**config.mk**
```make
export PLATFORM = sky130hd
export DESIGN_NAME = dual_issue_scheduler_flat
export DESIGN_NICKNAME = d
export VERILOG_FILES = /design/src/rtl/dual_issue_scheduler_if.sv /design/src/rtl/dual_issue_scheduler.sv /design/src/flat_wrapper.sv
export SDC_FILE = /design/constraint.sdc
export NUM_CORES = 1
export LEC_CHECK = 0
export BUFFER_PORTS_ARGS = -buffer_cell sky130_fd_sc_hd__buf_2
export CORE_MARGIN = 3
export CORE_UTILIZATION = 30
export DETAILED_ROUTE_END_ITERATION = 8
export SLEW_MARGIN = 5
export SYNTH_ARGS = -nofsm -noshare
export SYNTH_HDL_FRONTEND = slang
export SYNTH_SLANG_ARGS = --single-unit
```
**constraint.sdc**
```tcl
create_clock -name clk -period 6.4 [get_ports clk]
set_clock_uncertainty 0.2 [all_clocks]
set_input_delay 0 -clock clk [delete_from_list [all_inputs] [get_ports clk]]
set_output_delay 0 -clock clk [all_outputs]
set_load 0.02 [all_outputs]
```
**src/rtl/dual_issue_scheduler_if.sv**
```systemverilog
// Fetch-buffer <-> issue-stage bundle: instruction window in, slide controls and issue ports out.
// master = fetch buffer side, slave = scheduler side.
interface dual_issue_scheduler_if;
  logic [31:0] instruction0;
  logic [31:0] instruction1;
  logic        nothing_filled;
  logic        branch_resolved;
  logic        freeze1;
  logic        freeze2;
  logic        dependency_on_ins2;
  logic        issue0_valid;
  logic [31:0] issue0_instr;
  logic        issue1_valid;
  logic [31:0] issue1_instr;

  modport master (
    output instruction0, instruction1, nothing_filled, branch_resolved,
    input  freeze1, freeze2, dependency_on_ins2,
    input  issue0_valid, issue0_instr, issue1_valid, issue1_instr
  );

  modport slave (
    input  instruction0, instruction1, nothing_filled, branch_resolved,
    output freeze1, freeze2, dependency_on_ins2,
    output issue0_valid, issue0_instr, issue1_valid, issue1_instr
  );
endinterface

```
**src/rtl/dual_issue_scheduler.sv**
```systemverilog
// Dual-issue stage: load scoreboard, intra-window dependency split, control-flow serialisation.
// Optional statistics counters built when SCHED_STATS_EN is defined.
module dual_issue_scheduler #(
  parameter int unsigned LOAD_LAT = 2,
  parameter int unsigned CNT_W    = 32
) (
  input  logic                    clk,
  input  logic                    rst,
  dual_issue_scheduler_if.slave   bus,
  output logic [CNT_W-1:0]        stat_dual,
  output logic [CNT_W-1:0]        stat_single,
  output logic [CNT_W-1:0]        stat_stall
);

  localparam int unsigned NREG = 32;

  localparam logic [6:0] OP_OP     = 7'b0110011;
  localparam logic [6:0] OP_IMM    = 7'b0010011;
  localparam logic [6:0] OP_LOAD   = 7'b0000011;
  localparam logic [6:0] OP_STORE  = 7'b0100011;
  localparam logic [6:0] OP_BRANCH = 7'b1100011;
  localparam logic [6:0] OP_JAL    = 7'b1101111;
  localparam logic [6:0] OP_JALR   = 7'b1100111;
  localparam logic [6:0] OP_LUI    = 7'b0110111;
  localparam logic [6:0] OP_AUIPC  = 7'b0010111;

  typedef struct packed {
    logic [4:0] rd;
    logic [4:0] rs1;
    logic [4:0] rs2;
    logic       wr;
    logic       use1;
    logic       use2;
    logic       load;
    logic       mem;
    logic       ctrl;
  } dec_t;

  typedef enum logic {IDLE, CTRL_WAIT} state_t;

  function automatic dec_t decode(input logic [31:0] ins);
    dec_t       d;
    logic [6:0] op;
    op     = ins[6:0];
    d.rd   = ins[11:7];
    d.rs1  = ins[19:15];
    d.rs2  = ins[24:20];
    d.wr   = (op == OP_OP || op == OP_IMM || op == OP_LOAD || op == OP_LUI ||
              op == OP_AUIPC || op == OP_JAL || op == OP_JALR) && (ins[11:7] != 5'd0);
    d.use1 = !(op == OP_LUI || op == OP_AUIPC || op == OP_JAL);
    d.use2 = (op == OP_OP || op == OP_STORE || op == OP_BRANCH);
    d.load = (op == OP_LOAD);
    d.mem  = (op == OP_LOAD || op == OP_STORE);
    d.ctrl = (op == OP_BRANCH || op == OP_JAL || op == OP_JALR);
    return d;
  endfunction

  state_t     state, state_nxt;
  logic [1:0] cnt [NREG];
  dec_t       d0, d1;
  logic       hz0, hz1, active;
  logic       raw, waw, ld_use;
  logic       f1, f2, dep, v0, v1;
  logic       ld_set;
  logic [4:0] ld_rd;

  assign d0 = decode(bus.instruction0);
  assign d1 = decode(bus.instruction1);

  // x0 counter is pinned at zero, so x0 sources never look hazardous
  assign hz0 = (d0.use1 && cnt[d0.rs1] != 2'd0) || (d0.use2 && cnt[d0.rs2] != 2'd0);
  assign hz1 = (d1.use1 && cnt[d1.rs1] != 2'd0) || (d1.use2 && cnt[d1.rs2] != 2'd0);

  assign raw    = d0.wr && ((d1.use1 && d1.rs1 == d0.rd) || (d1.use2 && d1.rs2 == d0.rd));
  assign waw    = d0.wr && d1.wr && (d0.rd == d1.rd);
  assign ld_use = d0.load && raw;

  // Issue decision and FSM next state
  always_comb begin
    state_nxt = state;
    f1        = 1'b0;
    f2        = 1'b0;
    dep       = 1'b0;
    v0        = 1'b0;
    v1        = 1'b0;
    active    = !rst && !bus.nothing_filled;
    f2        = (state == CTRL_WAIT);
    if (active) begin
      f1  = !f2 && hz0;
      v0  = !f1 && !f2;
      dep = v0 && ((bus.instruction1 == 32'd0) || hz1 || raw || waw ||
                   (d0.mem && d1.mem) || d0.ctrl || ld_use);
      v1  = v0 && !dep;
    end
    case (state)
      IDLE:      if ((v0 && d0.ctrl) || (v1 && d1.ctrl)) state_nxt = CTRL_WAIT;
      CTRL_WAIT: if (bus.branch_resolved) state_nxt = IDLE;
      default:   state_nxt = IDLE;
    endcase
  end

  assign bus.freeze1            = f1;
  assign bus.freeze2            = f2;
  assign bus.dependency_on_ins2 = dep;
  assign bus.issue0_valid       = v0;
  assign bus.issue1_valid       = v1;
  assign bus.issue0_instr       = active ? bus.instruction0 : 32'd0;
  assign bus.issue1_instr       = active ? bus.instruction1 : 32'd0;

  always_ff @(posedge clk or posedge rst) begin
    if (rst) state <= IDLE;
    else     state <= state_nxt;
  end

  // At most one memory op issues per cycle, so at most one load sets a counter
  assign ld_set = (v0 && d0.load && d0.rd != 5'd0) || (v1 && d1.load && d1.rd != 5'd0);
  assign ld_rd  = (v0 && d0.load) ? d0.rd : d1.rd;

  always_ff @(posedge clk or posedge rst) begin
    if (rst) begin
      for (int r = 0; r < NREG; r++) cnt[r] <= 2'd0;
    end else begin
      cnt[0] <= 2'd0;
      for (int r = 1; r < NREG; r++) begin
        if (ld_set && ld_rd == 5'(r))  cnt[r] <= 2'(LOAD_LAT);
        else if (cnt[r] != 2'd0)       cnt[r] <= cnt[r] - 2'd1;
      end
    end
  end

`ifdef SCHED_STATS_EN
  always_ff @(posedge clk or posedge rst) begin
    if (rst) begin
      stat_dual   <= '0;
      stat_single <= '0;
      stat_stall  <= '0;
    end else begin
      if (v1)              stat_dual   <= stat_dual + CNT_W'(1);
      if (v0 && !v1)       stat_single <= stat_single + CNT_W'(1);
      if (active && !v0)   stat_stall  <= stat_stall + CNT_W'(1);
    end
  end
`else
  assign stat_dual   = '0;
  assign stat_single = '0;
  assign stat_stall  = '0;
`endif

endmodule
```
**src/flat_wrapper.sv**
```systemverilog
// flat-port wrapper written by rule: the top's interface ports become plain ports
module dual_issue_scheduler_flat 
#(
  parameter int unsigned LOAD_LAT = 2,
  parameter int unsigned CNT_W    = 32
)
  (clk, rst, stat_dual, stat_single, stat_stall, bus_instruction0, bus_instruction1, bus_nothing_filled, bus_branch_resolved, bus_freeze1, bus_freeze2, bus_dependency_on_ins2, bus_issue0_valid, bus_issue0_instr, bus_issue1_valid, bus_issue1_instr);
  dual_issue_scheduler_if bus_i ();
  input  logic clk;
  input  logic rst;
  output logic [CNT_W-1:0] stat_dual;
  output logic [CNT_W-1:0] stat_single;
  output logic [CNT_W-1:0] stat_stall;
  input wire logic [$bits(bus_i.instruction0)-1:0] bus_instruction0;
  input wire logic [$bits(bus_i.instruction1)-1:0] bus_instruction1;
  input wire logic [$bits(bus_i.nothing_filled)-1:0] bus_nothing_filled;
  input wire logic [$bits(bus_i.branch_resolved)-1:0] bus_branch_resolved;
  output wire logic [$bits(bus_i.freeze1)-1:0] bus_freeze1;
  output wire logic [$bits(bus_i.freeze2)-1:0] bus_freeze2;
  output wire logic [$bits(bus_i.dependency_on_ins2)-1:0] bus_dependency_on_ins2;
  output wire logic [$bits(bus_i.issue0_valid)-1:0] bus_issue0_valid;
  output wire logic [$bits(bus_i.issue0_instr)-1:0] bus_issue0_instr;
  output wire logic [$bits(bus_i.issue1_valid)-1:0] bus_issue1_valid;
  output wire logic [$bits(bus_i.issue1_instr)-1:0] bus_issue1_instr;
  assign bus_i.instruction0 = bus_instruction0;
  assign bus_i.instruction1 = bus_instruction1;
  assign bus_i.nothing_filled = bus_nothing_filled;
  assign bus_i.branch_resolved = bus_branch_resolved;
  assign bus_freeze1 = bus_i.freeze1;
  assign bus_freeze2 = bus_i.freeze2;
  assign bus_dependency_on_ins2 = bus_i.dependency_on_ins2;
  assign bus_issue0_valid = bus_i.issue0_valid;
  assign bus_issue0_instr = bus_i.issue0_instr;
  assign bus_issue1_valid = bus_i.issue1_valid;
  assign bus_issue1_instr = bus_i.issue1_instr;
  dual_issue_scheduler #(.LOAD_LAT(LOAD_LAT), .CNT_W(CNT_W)) u_core (.clk(clk), .rst(rst), .bus(bus_i), .stat_dual(stat_dual), .stat_single(stat_single), .stat_stall(stat_stall));
endmodule
```
==> Yosys cells after proc, flatten, opt, wreduce, memory -nomap -nowiden <==
Cells that the tools add are included.
W data, S select, Z words.
{ "totals": {"reg_bits": 63, "latch_bits": 0, "mem_bits_rw": 0, "romBits": 0, "input_bits": 68, "wordCells": 376, "mem_count": 0} }
{ "classes": {"add_sub_neg": 31, "n_mul": 0, "div": 0, "n_lt_le_gt_ge": 4, "eq_ne": 52, "n_shift": 0, "muxes": 84, "n_bitwise": 5, "n_reduce_logical": 168} }
{ "op_table": {"columns": ["operator", "n"], "rows": [
  ["$mux W2", 70],
  ["$reduce_bool A2 Y1", 66],
  ["$eq A5 B5 Y1 const B", 16],
  ["$mux W32", 2],
  ["$sub A2 B1 Y2 const B", 31],
  ["$logic_and A1 B1 Y1", 55],
  ["$eq A7 B6 Y1 const B", 6],
  ["$eq A7 B7 Y1 const B", 6],
  ["$bmux W2 S5", 4],
  ["$eq A5 B4 Y1 const B", 8],
  ["$logic_or A1 B1 Y1", 37],
  ["$logic_not A32 Y1", 1],
  ["$eq A7 B5 Y1 const B", 4],
  ["$ge A6 B6 Y1 const B", 4],
  ["$not A5 Y6", 4],
  ["$eq A5 B3 Y1 const B", 4],
  ["$eq A5 B5 Y1", 3],
  ["$eq A7 B2 Y1 const B", 2],
  ["$eq A5 B2 Y1 const B", 2],
  ["$reduce_bool A5 Y1", 2],
  ["$logic_not A1 Y1", 7],
  ["$mux W1", 6],
  ["$eq A5 B1 Y1 const B", 1],
  ["$mux W5", 1],
  ["other kinds (2)", 2]
]} }

==> Depth between registers and ports, before layout <==
{ "depth": {"depth_word": 23, "ltp_mapped": 9} }

==> Worst setup path after synthesis <==
Ideal clock, no wire load.
{ "synth_path": {"kind": "register -> register", "startpoint": "reg u_core.cnt[50] (netlist bit)", "endpoint": "reg u_core.cnt[17] (netlist bit)", "t_arrival_ps": 2385, "t_required_ps": 6104, "path_slack_ps": 3720, "stages_incl_launch_ff": 9, "period_less_slack_ps": 2680, "path_cell_list": "dfrtp_1 > nor2_1 > o221ai_1 > a221oi_1 > a311oi_2 > a2111oi_4 > buf_2 > mux2_2 > o31ai_1"} }
{ "synth_via": {"elab_chain_cells": 21, "elab_cells_between_ends": 46, "classes_between": "eq/ne: 1; mux: 16; reduce/logical: 29"} }
{ "synth_lines": {"columns": ["item", "line_no", "rtl"], "rows": [
  ["start, declared", "dual_issue_scheduler.sv:59", "logic [1:0] cnt [NREG];"],
  ["start signal, assigned by index", "dual_issue_scheduler.sv:125", "if (ld_set && ld_rd == 5'(r)) cnt[r] <= 2'(LOAD_LAT);"],
  ["$bmux W2 S5", "dual_issue_scheduler.sv:72", "assign hz1 = (d1.use1 && cnt[d1.rs1] != 2'd0) || (d1.use2 && cnt[d1.rs2] != 2'd0);"],
  ["$mux W2 (not written as such) (2 in a row)", "dual_issue_scheduler.sv:72", null],
  ["$reduce_bool A2 Y1", "dual_issue_scheduler.sv:72", null],
  ["$logic_and A1 B1 Y1", "dual_issue_scheduler.sv:72", null],
  ["$logic_or A1 B1 Y1", "dual_issue_scheduler.sv:72", null],
  ["$logic_or A1 B1 Y1 (4 in a row)", "dual_issue_scheduler.sv:91", "dep = v0 && ((bus.instruction1 == 32'd0) || hz1 || raw || waw ||"],
  ["$logic_or A1 B1 Y1 (2 in a row)", "dual_issue_scheduler.sv:92", "(d0.mem && d1.mem) || d0.ctrl || ld_use);"],
  ["$logic_and A1 B1 Y1", "dual_issue_scheduler.sv:91", null],
  ["$logic_not A1 Y1", "dual_issue_scheduler.sv:93", "v1 = v0 && !dep;"],
  ["$logic_and A1 B1 Y1", "dual_issue_scheduler.sv:93", null],
  ["$mux W1", "dual_issue_scheduler.sv:88", "if (active) begin"],
  ["$logic_and A1 B1 Y1 (2 in a row)", "dual_issue_scheduler.sv:116", "assign ld_set = (v0 && d0.load && d0.rd != 5'd0) || (v1 && d1.load && d1.rd != 5'd0);"],
  ["$logic_or A1 B1 Y1", "dual_issue_scheduler.sv:116", null],
  ["$logic_and A1 B1 Y1 *", "dual_issue_scheduler.sv:125", null],
  ["$mux W2 / $reduce_bool A2 Y1 (equally long branches)", null, null]
]} }
Mark *: on every way between the ends. The rest lies on a longest branch, timed or not. The select of a mux whose other input is x is not followed.
A chain may end at the register's enable or synchronous reset.

==> Worst setup path after layout <==
{ "layout_path": {"startpoint": "reg u_core.cnt[60] (netlist bit)", "endpoint": "reg u_core.cnt[38] (netlist bit)"} }
Same word-level chain as after synthesis.

==> metrics.log <==
[metrics] synthesized instance count: 801
[metrics] Final Wtd Congestion: between 0.9 and 1
[metrics] antenna violation net count after detailed routing: 0
[metrics] Final Cycle Share: 60.7%
[metrics] arrival time at the worst endpoint: 3840 ps
[metrics] met3 layer usage reported by global route: under 10%
[metrics] Detailed Routing Iterations Pass 1: 5
[metrics] wire length of the first global-routing pass: around 30000 microns
[metrics] busiest grt layer: met2
[metrics] setup TNS: 0 ps
[metrics] Fin. Hold Viols: 0
[metrics] setup fix buffers added after clock tree synthesis: 0
[metrics] Final Max Tran Viols: 0
[metrics] kind of end point of the critical path: register
[metrics] Max H-tree Level: 3
[metrics] worst relative slew slack: 17.2%
[metrics] run status: finished, final reports clean
[metrics] maximum root-to-sink buffer count: 2
[metrics] number of resized instances in the post-cts repair step: 0
[metrics] Slowest Stage Delay on Critical Path: ~750 ps
[metrics] vias post-DR: between 5000 and 6000
[metrics] detail-routed net length per standard cell: around 17 microns
[metrics] final setup fails: 0
[metrics] worst skew pair latency: around 330 ps
[metrics] count of maximum capacitance violations: 0
[metrics] Synth async-reset ratio: between 90% and 100%
[metrics] setup repair after global routing missed its margin: no
[metrics] Die Footprint: 25000 sq um
[metrics] final net count: 1011
[metrics] number of cell rows: 54
[metrics] start-to-end type of the worst setup path: register to register
[metrics] CP bufs+invs: 2
[metrics] met1 track demand over resource in global routing: between 20% and 30%
[metrics] Final min period: between 3000 and 4000 ps
[metrics] Highest Clock Rate: roughly 260 MHz
[metrics] power density over the cells: between 300 and 400 nW/um^2
[metrics] share of layout cells above drive strength 1: around a quarter
[metrics] Yosys warning count: 0
[metrics] area inside the core boundary: 22300 sq um
[metrics] Largest delay share family, worst path: compound AO/OA/AOI/OAI gates
[metrics] Tightest Pin Transition: 1240 ps
[metrics] Root Buffer Master: sky130_fd_sc_hd__clkbuf_16
[metrics] fraction of the yosys area taken by sequential cells: 22.7%
[metrics] via count of the first global-routing pass: about 5400
[metrics] overall die width: 158 microns
[metrics] half-perimeter wire length after placement: 15600 microns
[metrics] Layout Area Growth over Synthesis: 12.5%
[metrics] DRT iter0 DRCs: 427
[metrics] Most used DFF post-synth: sky130_fd_sc_hd__dfrtp_1
[metrics] Critical Path RT: roughly 6400 ps
[metrics] Die Y: 158 microns
[metrics] synthesized area: approximately 7000 sq um
[metrics] Design Area, Final: a little under 8000 sq um
[metrics] count of buffers inserted at the top-level ports: 136
[metrics] top-level I/O count: 233
[metrics] Initial Utilization: a little over 30%
[metrics] Post-synth EDFFs: 0
[metrics] met2 track utilization from global routing: a little under a quarter
[metrics] total cell area at the placement stage: between 7000 and 8000 sq um
[metrics] total CTS buffers: 9
[metrics] fill cell count: 2311
[metrics] crit path max-delay cell type: sky130_fd_sc_hd__mux2i_2
[metrics] global-route usage over all layers: 15.5%
[metrics] Clock Sinks: 63
[metrics] clock slew seen by the registers of the worst setup and hold paths: 60 ps
[metrics] antenna violations before repair: 0
[metrics] pin count of the biggest net entering global routing: 64
[metrics] critical path launch point type: register
[metrics] drt via density: 5.00
[metrics] cell mode on critical path: sky130_fd_sc_hd__buf_4
[metrics] Congestion Overflow GR: 0
[metrics] maximum vdd ir drop: ~0.13 mV
[metrics] Antenna Diode Count: 0
[metrics] Worst Path Max Fanout: 33
[metrics] drt drc: 0
[metrics] number of synthesized register bits: 63
[metrics] area occupied by multi-input gates: ~4500 sq um
[metrics] Cell variety after synth: 57
[metrics] total detailed-routing wirelength: about 21000 microns
[metrics] min-delay worst type: input pin to register
[metrics] crit-path cells: nor2_1 > o221ai_1 > a221oi_1 > a311oi_2 > a2111oi_4 > buf_4 > mux2i_2 > buf_4 > a31oi_1
[metrics] cell leakage power: between 3 and 4 nW
[metrics] Avg Cell Area, Syn: 8.66 sq um
[metrics] TritonCTS clock tree: built
[metrics] total area of sequential cells: 1580 sq um
[metrics] overall power of the completed layout: 2.88 mW
[worst register-to-register path: cells and delay by family, from the launching register on]
| family | cells | cell delay [ps] |
|---|---|---|
| multiplexers | 1 | 760 |
| flip-flops | 1 | 440 |
| AO/OA/AOI/OAI | 5 | 1190 |
| AND/OR/NAND/NOR | 1 | 260 |
| buffers and inverters | 2 | 850 |
[flip-flops by register name (all words and copies together) (netlist names)]
register and count:
u_core.cnt 62, u_core.bus.freeze2 1
[layout make-up]
| class | instances | area share [%] |
|---|---|---|
| Tap cell | 280 | 4.49 |
| Inverter | 75 | 3.61 |
| Sequential cell | 63 | 20.2 |
| Clock buffer | 11 | 3.24 |
| Clock inverter | 5 | 0.722 |
| Multi-Input combinational cell | 619 | 58.1 |
| Timing Repair Buffer | 144 | 9.60 |
[cells by family after synthesis]
| family | Yosys count | share of synthesized area (%) |
|---|---|---|
| AOI/OAI and AO/OA | 124 | 12.7 |
| adders and majority gates | 31 | 5.59 |
| and+or+nand+nor | 238 | 18.6 |
| buffers and inverters | 214 | 17.1 |
| muxes | 84 | 17.4 |
| other | 1 | 0.0541 |
| xor gates and xnor gates | 46 | 5.81 |
| DFF | 63 | 22.7 |
[report_power, final]
| part | internal [mW] | leakage (nW) | total, mW | switching [mW] |
|---|---|---|---|---|
| logic | 0.751 | 2.82 | 1.57 | 0.820 |
| registers | 0.628 | 0.741 | 0.800 | 0.172 |
| clock network | 0.322 | 0.152 | 0.507 | 0.185 |
| total | 1.70 | 3.71 | 2.88 | 1.18 |
[synth_stat cells, drive strengths merged, types with 3 or more instances]
cell	number	share of area, %
and4b	5	0.72
a211oi	6	0.65
o31ai	33	3.6
nor2b	6	0.54
or3	5	0.45
nor4	12	1.2
mux4	25	8.1
ha	31	5.6
mux2	40	6.5
and2	56	5.1
xnor2	11	1.4
mux2i	19	2.7
o21ai	7	0.51
a2111oi	3	0.65
a31oi	32	2.9
xor2	35	4.4
nor2	65	3.5
nor3	28	2.0
buf	118	12
nand2	16	0.87
inv	75	4.1
o211ai	5	0.54
a21oi	19	1.4
clkbuf	21	1.2
dfrtp	63	23
nand3	8	0.58
nand2b	11	0.99
or2	11	0.99
nand4	5	0.45
[path summary, 6_finish.rpt]
kind	from	slack, ps	endpoint	cells past startpoint
setup / recovery	u_core.cnt[60]	2520	u_core.cnt[38]	9
hold / removal	bus_instruction1[7]	40	u_core.cnt[1]	4
setup reg to reg	u_core.cnt[60]	2520	u_core.cnt[38]	9
hold reg to reg	u_core.cnt[11]	320	u_core.cnt[11]	2
max in group asynchronous	rst	5000	u_core.cnt[0]	4
min in group asynchronous	rst	390	u_core.cnt[29]	4
[placed cells by master (no fill, tap or decap), types with 19 or more instances in the layout]
cell type,instances
sky130_fd_sc_hd__ha_1,31
sky130_fd_sc_hd__xor2_1,35
sky130_fd_sc_hd__dfrtp_1,63
sky130_fd_sc_hd__o31ai_1,33
sky130_fd_sc_hd__nor2_1,64
sky130_fd_sc_hd__inv_1,72
sky130_fd_sc_hd__a31oi_1,32
sky130_fd_sc_hd__a21oi_1,19
sky130_fd_sc_hd__mux4_2,25
sky130_fd_sc_hd__nor3_1,28
sky130_fd_sc_hd__buf_2,136
sky130_fd_sc_hd__and2_1,56
sky130_fd_sc_hd__mux2_2,40
sky130_fd_sc_hd__conb_1,96
[through the flow]
step | setup slack [ps] | instances | util, % | hold WS [ps]
2_1_floorplan | 3720 | 896 | - | -101
3_3_place_gp | 2640 | 1178 | 33.4 | -9.68
3_5_place_dp | 2560 | 1178 | 33.4 | -2.16
4_1_cts | 2540 | 1197 | 35.0 | 31.1
5_1_grt | 2310 | 1197 | 35.0 | 64.5
6_report | 2520 | 1197 | 35.0 | 40.6
[what timing repair did]
action | CTS | global route
hold endpoints to repair | 64 | 0
hold buffers | 3 | 0
endpoints found under the setup margin | 0 | 0
[metal layers]
| metal | vias to the layer above | part of all wire [%] |
|---|---|---|
| li1 | 2841 | - |
| met1 | 2847 | 44 |
| met2 | 269 | 47 |
| met3 | 23 | 7.9 |
| met4 | 0 | 1.2 |
| met5 | - | 0 |
Note: power is estimated with default switching activity, not from simulation.
